`src/rtl/mod_reduce_25519_pkg.sv`:
```
// Shared definitions for the GF(2^255-19) reduction block.
//   P_25519        : the field prime 2^255 - 19
//   FOLD_K / TOP_K : fold multipliers (2^256 == 38, 2^255 == 19 mod p)
//   LIMB_W/N_LIMB  : limb width and limb count per 256-bit half
//   CARRY_W        : width of the inter-limb fold carry
//   state_t        : sequencer states
package mod_reduce_25519_pkg;

  localparam logic [255:0] P_25519 = {1'b0, {255{1'b1}}} - 256'd18;

  localparam int FOLD_K  = 38;
  localparam int TOP_K   = 19;
  localparam int LIMB_W  = 16;
  localparam int N_LIMB  = 16;
  localparam int CARRY_W = 7;

  typedef enum logic [1:0] {
    IDLE,
    FOLD1,
    FOLD2,
    SUB
  } state_t;

endpackage

```
`src/rtl/mod_reduce_25519_if.sv`:
```
// Request/result bundle of mod_reduce_25519.
//   start : request, sampled only while the reducer is idle
//   in    : 512-bit unsigned product to reduce
//   out   : canonical residue in mod p (bit 255 always 0)
//   done  : one-cycle pulse, out valid from this cycle
//   busy  : high whenever the reducer is not idle
// master drives the request side, slave is the reducer.
interface mod_reduce_25519_if;

  logic         start;
  logic [511:0] in;
  logic [255:0] out;
  logic         done;
  logic         busy;

  modport master (
    output start,
    output in,
    input  out,
    input  done,
    input  busy
  );

  modport slave (
    input  start,
    input  in,
    output out,
    output done,
    output busy
  );

endinterface

```
`src/rtl/mod_reduce_25519_fold_limb.sv`:
```
// Combinational limb fold for the first reduction pass:
//   {carry_out, sum} = lo + FOLD_K * hi + carry_in
// Ports:
//   lo, hi     : matching limbs of the low and high 256-bit halves
//   carry_in   : carry from the previous limb
//   sum        : folded limb
//   carry_out  : carry into the next limb (at most FOLD_K for 16-bit limbs)
module fold_limb
  import mod_reduce_25519_pkg::*;
#(
  parameter int LIMB_W = mod_reduce_25519_pkg::LIMB_W
) (
  input  logic [LIMB_W-1:0]  lo,
  input  logic [LIMB_W-1:0]  hi,
  input  logic [CARRY_W-1:0] carry_in,
  output logic [LIMB_W-1:0]  sum,
  output logic [CARRY_W-1:0] carry_out
);

  localparam int SUM_W = LIMB_W + CARRY_W;

  logic [SUM_W-1:0] s;

  always_comb begin
    s         = SUM_W'(lo) + SUM_W'(hi) * SUM_W'(FOLD_K) + SUM_W'(carry_in);
    sum       = s[LIMB_W-1:0];
    carry_out = s[SUM_W-1:LIMB_W];
  end

endmodule

```
`src/rtl/mod_reduce_25519.sv`:
```
// Sequential reduction of a 512-bit product modulo p = 2^255 - 19.
//   FOLD1 : one limb per cycle, acc = lo + 38*hi with carry c out of the top
//   FOLD2 : t = acc[254:0] + 19*(acc[255] + 2*c)   (t < 2p)
//   SUB   : out = (t >= p) ? t - p : t, done pulses
// Fixed latency: done rises 18 edges after the accepting edge.
// Ports:
//   clk   : rising-edge clock
//   reset : asynchronous active-low reset
//   bus   : slave side of mod_reduce_25519_if (start/in/out/done/busy)
module mod_reduce_25519
  import mod_reduce_25519_pkg::*;
#(
  parameter int LIMB_W = mod_reduce_25519_pkg::LIMB_W,
  parameter int N_LIMB = mod_reduce_25519_pkg::N_LIMB
) (
  input  logic              clk,
  input  logic              reset,
  mod_reduce_25519_if.slave bus
);

  localparam int CNT_W = $clog2(N_LIMB);

  state_t state, state_nxt;

  logic [511:0]       in_r;
  logic [255:0]       acc;
  logic [CNT_W-1:0]   cnt;
  logic [CARRY_W-1:0] carry;
  logic [255:0]       t_r;
  logic [255:0]       out_r;
  logic               done_r;
  logic               busy_c;

  logic               last_limb;
  int                 limb_base;
  logic [LIMB_W-1:0]  lo_limb;
  logic [LIMB_W-1:0]  hi_limb;
  logic [LIMB_W-1:0]  fold_sum;
  logic [CARRY_W-1:0] fold_carry;

  logic [7:0]         top_cnt;
  logic [12:0]        top_add;
  logic [255:0]       t_nxt;
  logic [255:0]       sub_nxt;

  assign last_limb = (cnt == CNT_W'(N_LIMB - 1));

  // State register
  always_ff @(posedge clk or negedge reset) begin
    if (!reset) state <= IDLE;
    else        state <= state_nxt;
  end

  // Next-state logic
  always_comb begin
    state_nxt = state;
    unique case (state)
      IDLE:    if (bus.start) state_nxt = FOLD1;
      FOLD1:   if (last_limb) state_nxt = FOLD2;
      FOLD2:   state_nxt = SUB;
      SUB:     state_nxt = IDLE;
      default: state_nxt = IDLE;
    endcase
  end

  // Output logic
  always_comb begin
    busy_c = (state != IDLE);
  end

  // Limb selection for the current fold step
  always_comb begin
    limb_base = int'(cnt) * LIMB_W;
    lo_limb   = in_r[limb_base +: LIMB_W];
    hi_limb   = in_r[256 + limb_base +: LIMB_W];
  end

  fold_limb #(
    .LIMB_W (LIMB_W)
  ) u_fold (
    .lo        (lo_limb),
    .hi        (hi_limb),
    .carry_in  (carry),
    .sum       (fold_sum),
    .carry_out (fold_carry)
  );

  // Second fold: bit 255 and the FOLD1 carry (worth 2^256 = 2*2^255)
  // both re-enter at weight 19.
  always_comb begin
    top_cnt = {carry, 1'b0} + 8'(acc[255]);
    top_add = 13'(top_cnt) * 13'(TOP_K);
    t_nxt   = {1'b0, acc[254:0]} + 256'(top_add);
    sub_nxt = (t_r >= P_25519) ? (t_r - P_25519) : t_r;
  end

  // Datapath
  always_ff @(posedge clk or negedge reset) begin
    if (!reset) begin
      in_r   <= '0;
      acc    <= '0;
      cnt    <= '0;
      carry  <= '0;
      t_r    <= '0;
      out_r  <= '0;
      done_r <= 1'b0;
    end else begin
      done_r <= 1'b0;
      unique case (state)
        IDLE: begin
          if (bus.start) begin
            in_r  <= bus.in;
            cnt   <= '0;
            carry <= '0;
          end
        end
        FOLD1: begin
          acc[limb_base +: LIMB_W] <= fold_sum;
          carry                    <= fold_carry;
          cnt                      <= last_limb ? '0 : cnt + 1'b1;
        end
        FOLD2: begin
          t_r <= t_nxt;
        end
        SUB: begin
          out_r  <= sub_nxt;
          done_r <= 1'b1;
        end
        default: ;
      endcase
    end
  end

  assign bus.out  = out_r;
  assign bus.done = done_r;
  assign bus.busy = busy_c;

endmodule

```
`src/flat_wrapper.sv`:
```
// flat-port wrapper written by rule: the top's interface ports become plain ports
module mod_reduce_25519_flat import mod_reduce_25519_pkg::*;
#(
  parameter int LIMB_W = mod_reduce_25519_pkg::LIMB_W,
  parameter int N_LIMB = mod_reduce_25519_pkg::N_LIMB
)
  (clk, reset, bus_start, bus_in, bus_out, bus_done, bus_busy);
  mod_reduce_25519_if bus_i ();
  input  logic clk;
  input  logic reset;
  input wire logic [$bits(bus_i.start)-1:0] bus_start;
  input wire logic [$bits(bus_i.in)-1:0] bus_in;
  output wire logic [$bits(bus_i.out)-1:0] bus_out;
  output wire logic [$bits(bus_i.done)-1:0] bus_done;
  output wire logic [$bits(bus_i.busy)-1:0] bus_busy;
  assign bus_i.start = bus_start;
  assign bus_i.in = bus_in;
  assign bus_out = bus_i.out;
  assign bus_done = bus_i.done;
  assign bus_busy = bus_i.busy;
  mod_reduce_25519 #(.LIMB_W(LIMB_W), .N_LIMB(N_LIMB)) u_core (.clk(clk), .reset(reset), .bus(bus_i));
endmodule
```
`config.mk`:
```
export PLATFORM = sky130hd
export DESIGN_NAME = mod_reduce_25519_flat
export DESIGN_NICKNAME = d
export VERILOG_FILES = /design/src/rtl/mod_reduce_25519_pkg.sv /design/src/rtl/mod_reduce_25519_if.sv /design/src/rtl/mod_reduce_25519_fold_limb.sv /design/src/rtl/mod_reduce_25519.sv /design/src/flat_wrapper.sv
export SDC_FILE = /design/constraint.sdc
export NUM_CORES = 2
export LEC_CHECK = 0
export CELL_PAD_IN_SITES_DETAIL_PLACEMENT = 1
export CELL_PAD_IN_SITES_GLOBAL_PLACEMENT = 2
export CORE_MARGIN = 2
export CORE_UTILIZATION = 37
export DETAILED_ROUTE_END_ITERATION = 6
export PLACE_DENSITY = 0.84
export SYNTH_ARGS = -nofsm -noshare
export SYNTH_HDL_FRONTEND = slang
export SYNTH_SLANG_ARGS = --single-unit
export TNS_END_PERCENT = 100
```
`constraint.sdc`:
```
create_clock -name clk -period 8.9 [get_ports clk]
set_input_delay 0.89 -clock clk [delete_from_list [all_inputs] [get_ports clk]]
set_output_delay 0.89 -clock clk [all_outputs]
set_load 0.03 [all_outputs]
```
* Word level (Yosys, flattened, before mapping)
Cells that the tools add are included.
Cells by class: add/subtract/negate cells 8, multipliers 2, magnitude comparators 1, equal/unequal tests 6, shifts and indexed selects 4, muxes and demuxes 11, reduce and logical (&&, ||, !) cells 6
Operator list (count):
- indexed part select 512 x 32 -> 16 bit | 1
- indexed part select 512 x 9 -> 16 bit | 1
- adder 255 x 13 -> 256 bit | 1
- bitwise mux 256 bit | 1
- >= comparator 256 x 255 -> 1 bit, second input constant | 1
- 2-to-1 mux 256 bit | 1
- variable shift 16 x 33 -> 256 bit, first input constant | 1
- indexed part select 16 x 33 -> 256 bit | 1
- subtractor 256 x 255 -> 256 bit, second input constant | 1
- negator 8 -> 33 bit | 1
- adder 16 x 22 -> 23 bit | 1
- adder 23 x 7 -> 23 bit | 1
- multiplier 16 x 5 -> 21 bit, second input constant | 1
- one-hot mux 7 bit (2 select lines) | 1
- multiplier 8 x 5 -> 13 bit, second input constant | 1
- adder 9 x 8 -> 10 bit, first input constant | 1
- adder 8 x 1 -> 8 bit | 1
- 2-to-1 mux 4 bit | 2
- one-hot mux 2 bit (4 select lines) | 1
- one-hot mux 4 bit (2 select lines) | 1
- 2-to-1 mux 7 bit | 1
- AND reduction 2 bit | 3
- adder 4 x 1 -> 4 bit, second input constant | 1
- equality test 2 bit, second input constant | 2
- 8 further kinds | 10
Storage, ports and cells: bits in registers 1294, output and inout bits 258

* Depth between registers and ports, before layout
depth in word-level cells 7, depth in mapped cells 26

* By module
A second synthesis with hierarchy kept.
Unflattened totals: cell total of the unflattened synthesis 6849, area, all modules 69450.4 µm²
By module, submodules not included:
- mod_reduce_25519 | times used 1, cells each 6507, area an instance 66677.7 µm², sequential area each 32381.1 µm²
- fold_limb | times used 1, cells each 342, area an instance 2772.7 µm², sequential area each 0.0 µm²

* Worst setup path before layout
Ideal clock, no wire load.
path type flip-flop to flip-flop, from register u_core.cnt[0], to register u_core.carry[3], library setup time 0.087 ns, arrival 6.747 ns, data required time 8.813 ns, slack 2.066 ns, stages on the path, launching flop included 27, buffers on the path 4, path through dfrtp_1 > clkbuf_1 > clkbuf_1 > clkbuf_1 > buf_1 > mux4_2 > mux4_2 > ha_1 > inv_1 > fa_1 > inv_1 > ha_1 > o21a_1 > o21a_1 > and2_1 > o21ai_0 > nand2b_1 > a21oi_1 > xnor2_1 > ha_1 > ha_1 > nor2_1 > nor2_1 > a41oi_1 > o21a_1 > or4_1 > o211ai_1
Between the ends: longest elaborated chain between the ends 6, elaborated cells on any way between the ends 7, classes of those cells 3 x add/sub; 1 x mul; 2 x shift; 1 x mux
RTL lines:
- start, declared | RTL line mod_reduce_25519.sv:27 | logic [CNT_W-1:0] cnt;
- start signal, assigned | RTL line mod_reduce_25519.sv:120 | cnt <= last_limb ? '0 : cnt + 1'b1;
- adder 9 x 8 -> 10 bit | RTL line mod_reduce_25519.sv:75 | hi_limb = in_r[256 + limb_base +: LIMB_W];
- indexed part select 512 x 32 -> 16 bit | RTL line mod_reduce_25519.sv:75
- multiplier 16 x 5 -> 21 bit | RTL line mod_reduce_25519_fold_limb.sv:25 | s = SUM_W'(lo) + SUM_W'(hi) * SUM_W'(FOLD_K) + SUM_W'(carry_in);
- adder 16 x 22 -> 23 bit * | RTL line mod_reduce_25519_fold_limb.sv:25
- adder 23 x 7 -> 23 bit * | RTL line mod_reduce_25519_fold_limb.sv:25
- one-hot mux 7 bit (2 select lines) * | RTL line mod_reduce_25519.sv:109 | unique case (state)
- end signal, assigned | RTL line mod_reduce_25519.sv:119 | carry <= fold_carry;
- end, declared | RTL line mod_reduce_25519.sv:28 | logic [CARRY_W-1:0] carry;
Mark *: on every way between the ends. The rest lies on a longest branch, timed or not. A chain may end at the register's enable or synchronous reset.

* Worst setup path after layout
Same ends and word-level chain as after synthesis.

==> summary.md <==
| Metric | Value |
|---|---|
| Fin crit share | `80.3%` |
| Setup crit end kind | `register` |
| Hpwl dp | `268000 um` |
| Critical R2R Launch | `u_core.cnt[0]` |
| Tmin final | `7150 ps` |
| Top FF cell, synth | `dfrtp_1` |
| Clk root buf | `clkbuf_16` |
| Worst slew margin | `12.7%` |
| Post_cts resized | `0` |
| Accumulated negative setup slack | `0 ps` |
| Register area | `0.0324 mm2` |
| Per-cell routed wire length | `33.4 um` |
| Layout cells sized above 1 | `15.5%` |
| Simple logic cell fraction of the synthesized area | `19.9%` |
| Routed Antenna Nets | `0` |
| Distinct cells, synth | `89` |
| EDFF count, synth | `0` |
| Multi-input logic area | `0.0359 mm2` |
| Mean area per synthesized cell | `10.2 um2` |
| Clk_lat worst skew | `830 ps` |
| Synth cell count leaders | `dfrtp_1 (1294), nand2_1 (705), nor2_1 (550), mux2_2 (548), clkbuf_1 (354)` |
| CP Data Arrival Time | `7880 ps` |
| Most used cell, CP | `ha_1` |
| Largest cells by area after synthesis | `dfrtp_1 (46%), mux2_2 (8.8%), mux4_2 (5.1%)` |
| GRT Total Usage | `34.6%` |
| Total number of vias | `62400` |
| Area grow syn2layout | `22.5%` |
| Proportion of synthesized area in mux cells | `14.2%` |
| Register area share after synthesis | `46.0%` |
| Post-Syn Area | `0.0703 mm2` |
| Syn Inst Count | `6864` |
| Rows | `160` |
| Post-synthesis adder-cell area fraction | `2.69%` |
| H-tree depth | `4` |
| Worst path slowest cell | `a2111oi_0` |
| Worst path max stage delay | `1080 ps` |
| Top delay family on crit path | `compound AO/OA/AOI/OAI gates` |
| Final #Nets | `8168` |
| Die Area | `0.194 mm2` |
| Setup CP Type | `register to register` |
| Sink Count | `1294` |
| Max Root-Sink Buffers | `3` |
| Min-Delay Path Class | `primary input to async pin` |
| CP bufs+invs | `1` |
| CTS buffer count | `151` |
| # IOs | `773` |
| Max Slew Vio Count | `0` |
| Placeable Area | `0.190 mm2` |
| Status | `complete, no violations` |
| Worst setup startpoint | `u_core.cnt[0]` |
| Startpoint Class | `register` |
| Vias in the first global route | `62400` |
| Filler instances | `20700` |
| Mapped Nets | `7511` |
| Largest family of logic cells by synthesized area | `simple AND/OR/NAND/NOR gates` |
| IO Port Bufs | `772` |
| RD Place Congestion | `0.994` |
| WL final | `340000 um` |
| First-pass GRT wire length | `481000 um` |
| Setup Fix Bufs, Post-CTS | `0` |
| Complex-gate fraction of the synthesized area | `10.9%` |
| Die X | `440 um` |
| Clock slew at reported path FFs | `70 ps` |
| Worst slew pin tran | `1310 ps` |
| DRC Markers | `0` |
| Chip Height | `440 um` |
| Vias per cell | `6.13` |
| Final setup vio count | `0` |
| Crit-path cells | `buf_12, mux4_2, mux4_2, ha_1, fa_1, ha_1, a21oi_1, o21ai_0, a2111oi_0, o31a_1, xnor2_1, ha_1, nand2_1, o21a_1, or4_1, o211ai_1` |
| Synth area leader | `dfrtp_1` |
| Final Hold Fails | `0` |
| Initial DRT Pass Iterations | `6` |
| Max Cap Viol | `0` |
| Fmax | `140 MHz` |
| FFs w/ async S/R, synth | `100%` |
| Count leader, synth | `dfrtp_1` |
| Warnings, synthesis | `0` |
| Initial core utilization | `37.1%` |
| Synth Register Bits | `1294` |
| CTS tree | `done` |
| Largest net degree at the start of global routing | `233` |
| Congestion Overflow GR | `0` |
| Initial DRC count | `6177` |
| Clock Skews | `48.4 ps` |
| Worst path required time | `9630 ps` |
| XOR/XNOR share of the synthesized area | `3.19%` |
| RSZ-0062 raised after global routing | `no` |
| Synth top area share | `46.0%` |
| Antenna violations before repair | `39` |
| Crit path max fanout | `72` |
| Hold buffers post-CTS | `0` |
==> flip-flops by register name, indices dropped and copies added (netlist names) <==
register	flops
u_core.state	2
u_core.carry	7
u_core.cnt	4
u_core.bus.done	1
u_core.t_r	256
u_core.acc	256
u_core.in_r	512
u_core.bus.out	256
==> path summary, 6_finish.rpt <==
kind | endpoint | slack [ps] | cells after the start
min in group clk | u_core.acc[192] | 480 | 2
setup / recovery | u_core.carry[3] | 1750 | 16
hold reg to reg | u_core.acc[192] | 480 | 2
hold / removal | u_core.bus.out[43] | 50 | 1
setup reg to reg | u_core.carry[3] | 1750 | 16
max in group asynchronous | u_core.in_r[205] | 6640 | 3
==> through the flow <==
stage	utilization [%]	worst slack [ps]	instances	hold slack [ps]	instance area, um2
3_5_place_dp	42.7	1760	9878	476	80900
6_report	45.4	1750	10200	53.7	86200
3_3_place_gp	42.7	1800	9878	475	80900
2_1_floorplan	-	2070	6864	450	70300
4_1_cts	45.4	1750	10200	22.3	86100
5_1_grt	45.4	1310	10200	55.6	86100
==> final cells by class <==
cell class	instances	area share, %
clock buffer	205	4.97
multi-input combinational	4994	41.6
timing repair buffer	905	10.3
inverter	175	0.765
antenna	23	0.0668
clock inverter	68	1.02
sequential	1294	37.6
tap	2511	3.65
==> kinds of logic (layout without fill, tap and decap cells) <==
group	Yosys count	in the layout
AOI/OAI and AO/OA	1157	1157
xor gates and xnor gates	256	256
adders and majority gates	132	132
buffers and inverters	576	1353
DFF	1294	1294
muxes	728	728
other	0	23
and+or+nand+nor	2721	2721
==> layout by cell type, fill, tap and decap left out, types with 26 or more instances in the layout <==
cell type | synthesis | routed
a221o_1 | 32 | 32
mux2_2 | 548 | 548
xnor2_1 | 152 | 152
mux4_2 | 160 | 160
o211ai_1 | 35 | 35
clkdlybuf4s50_1 | 0 | 771
a21oi_1 | 290 | 290
dfrtp_1 | 1294 | 1291
nand2_1 | 705 | 704
clkbuf_16 | 0 | 153
and4_1 | 66 | 66
a31oi_1 | 124 | 122
o31ai_1 | 118 | 118
or3_1 | 91 | 91
nand3_1 | 325 | 325
buf_4 | 3 | 122
inv_1 | 172 | 171
nor4_1 | 107 | 103
nand3b_1 | 45 | 45
and3_1 | 129 | 129
and2_1 | 75 | 74
clkbuf_8 | 0 | 26
o21ai_0 | 266 | 266
fa_1 | 32 | 32
nand4_1 | 233 | 233
or4_1 | 104 | 104
nor2_1 | 550 | 550
clkbuf_1 | 354 | 26
xor2_1 | 104 | 104
ha_1 | 100 | 98
a211o_1 | 42 | 42
nor3_1 | 151 | 150
o221ai_1 | 43 | 43
a211oi_1 | 36 | 36
==> per-layer routing <==
layer	wire (um)	global-route usage (%)
met4	19900	17.9
met2	151000	52.9
met1	145000	47.0
met3	23600	5.99
met5	176	0
Power is left out: the tool's default activity adds up to more than one toggle a clock period on the data nets, which glitch-free logic cannot reach.
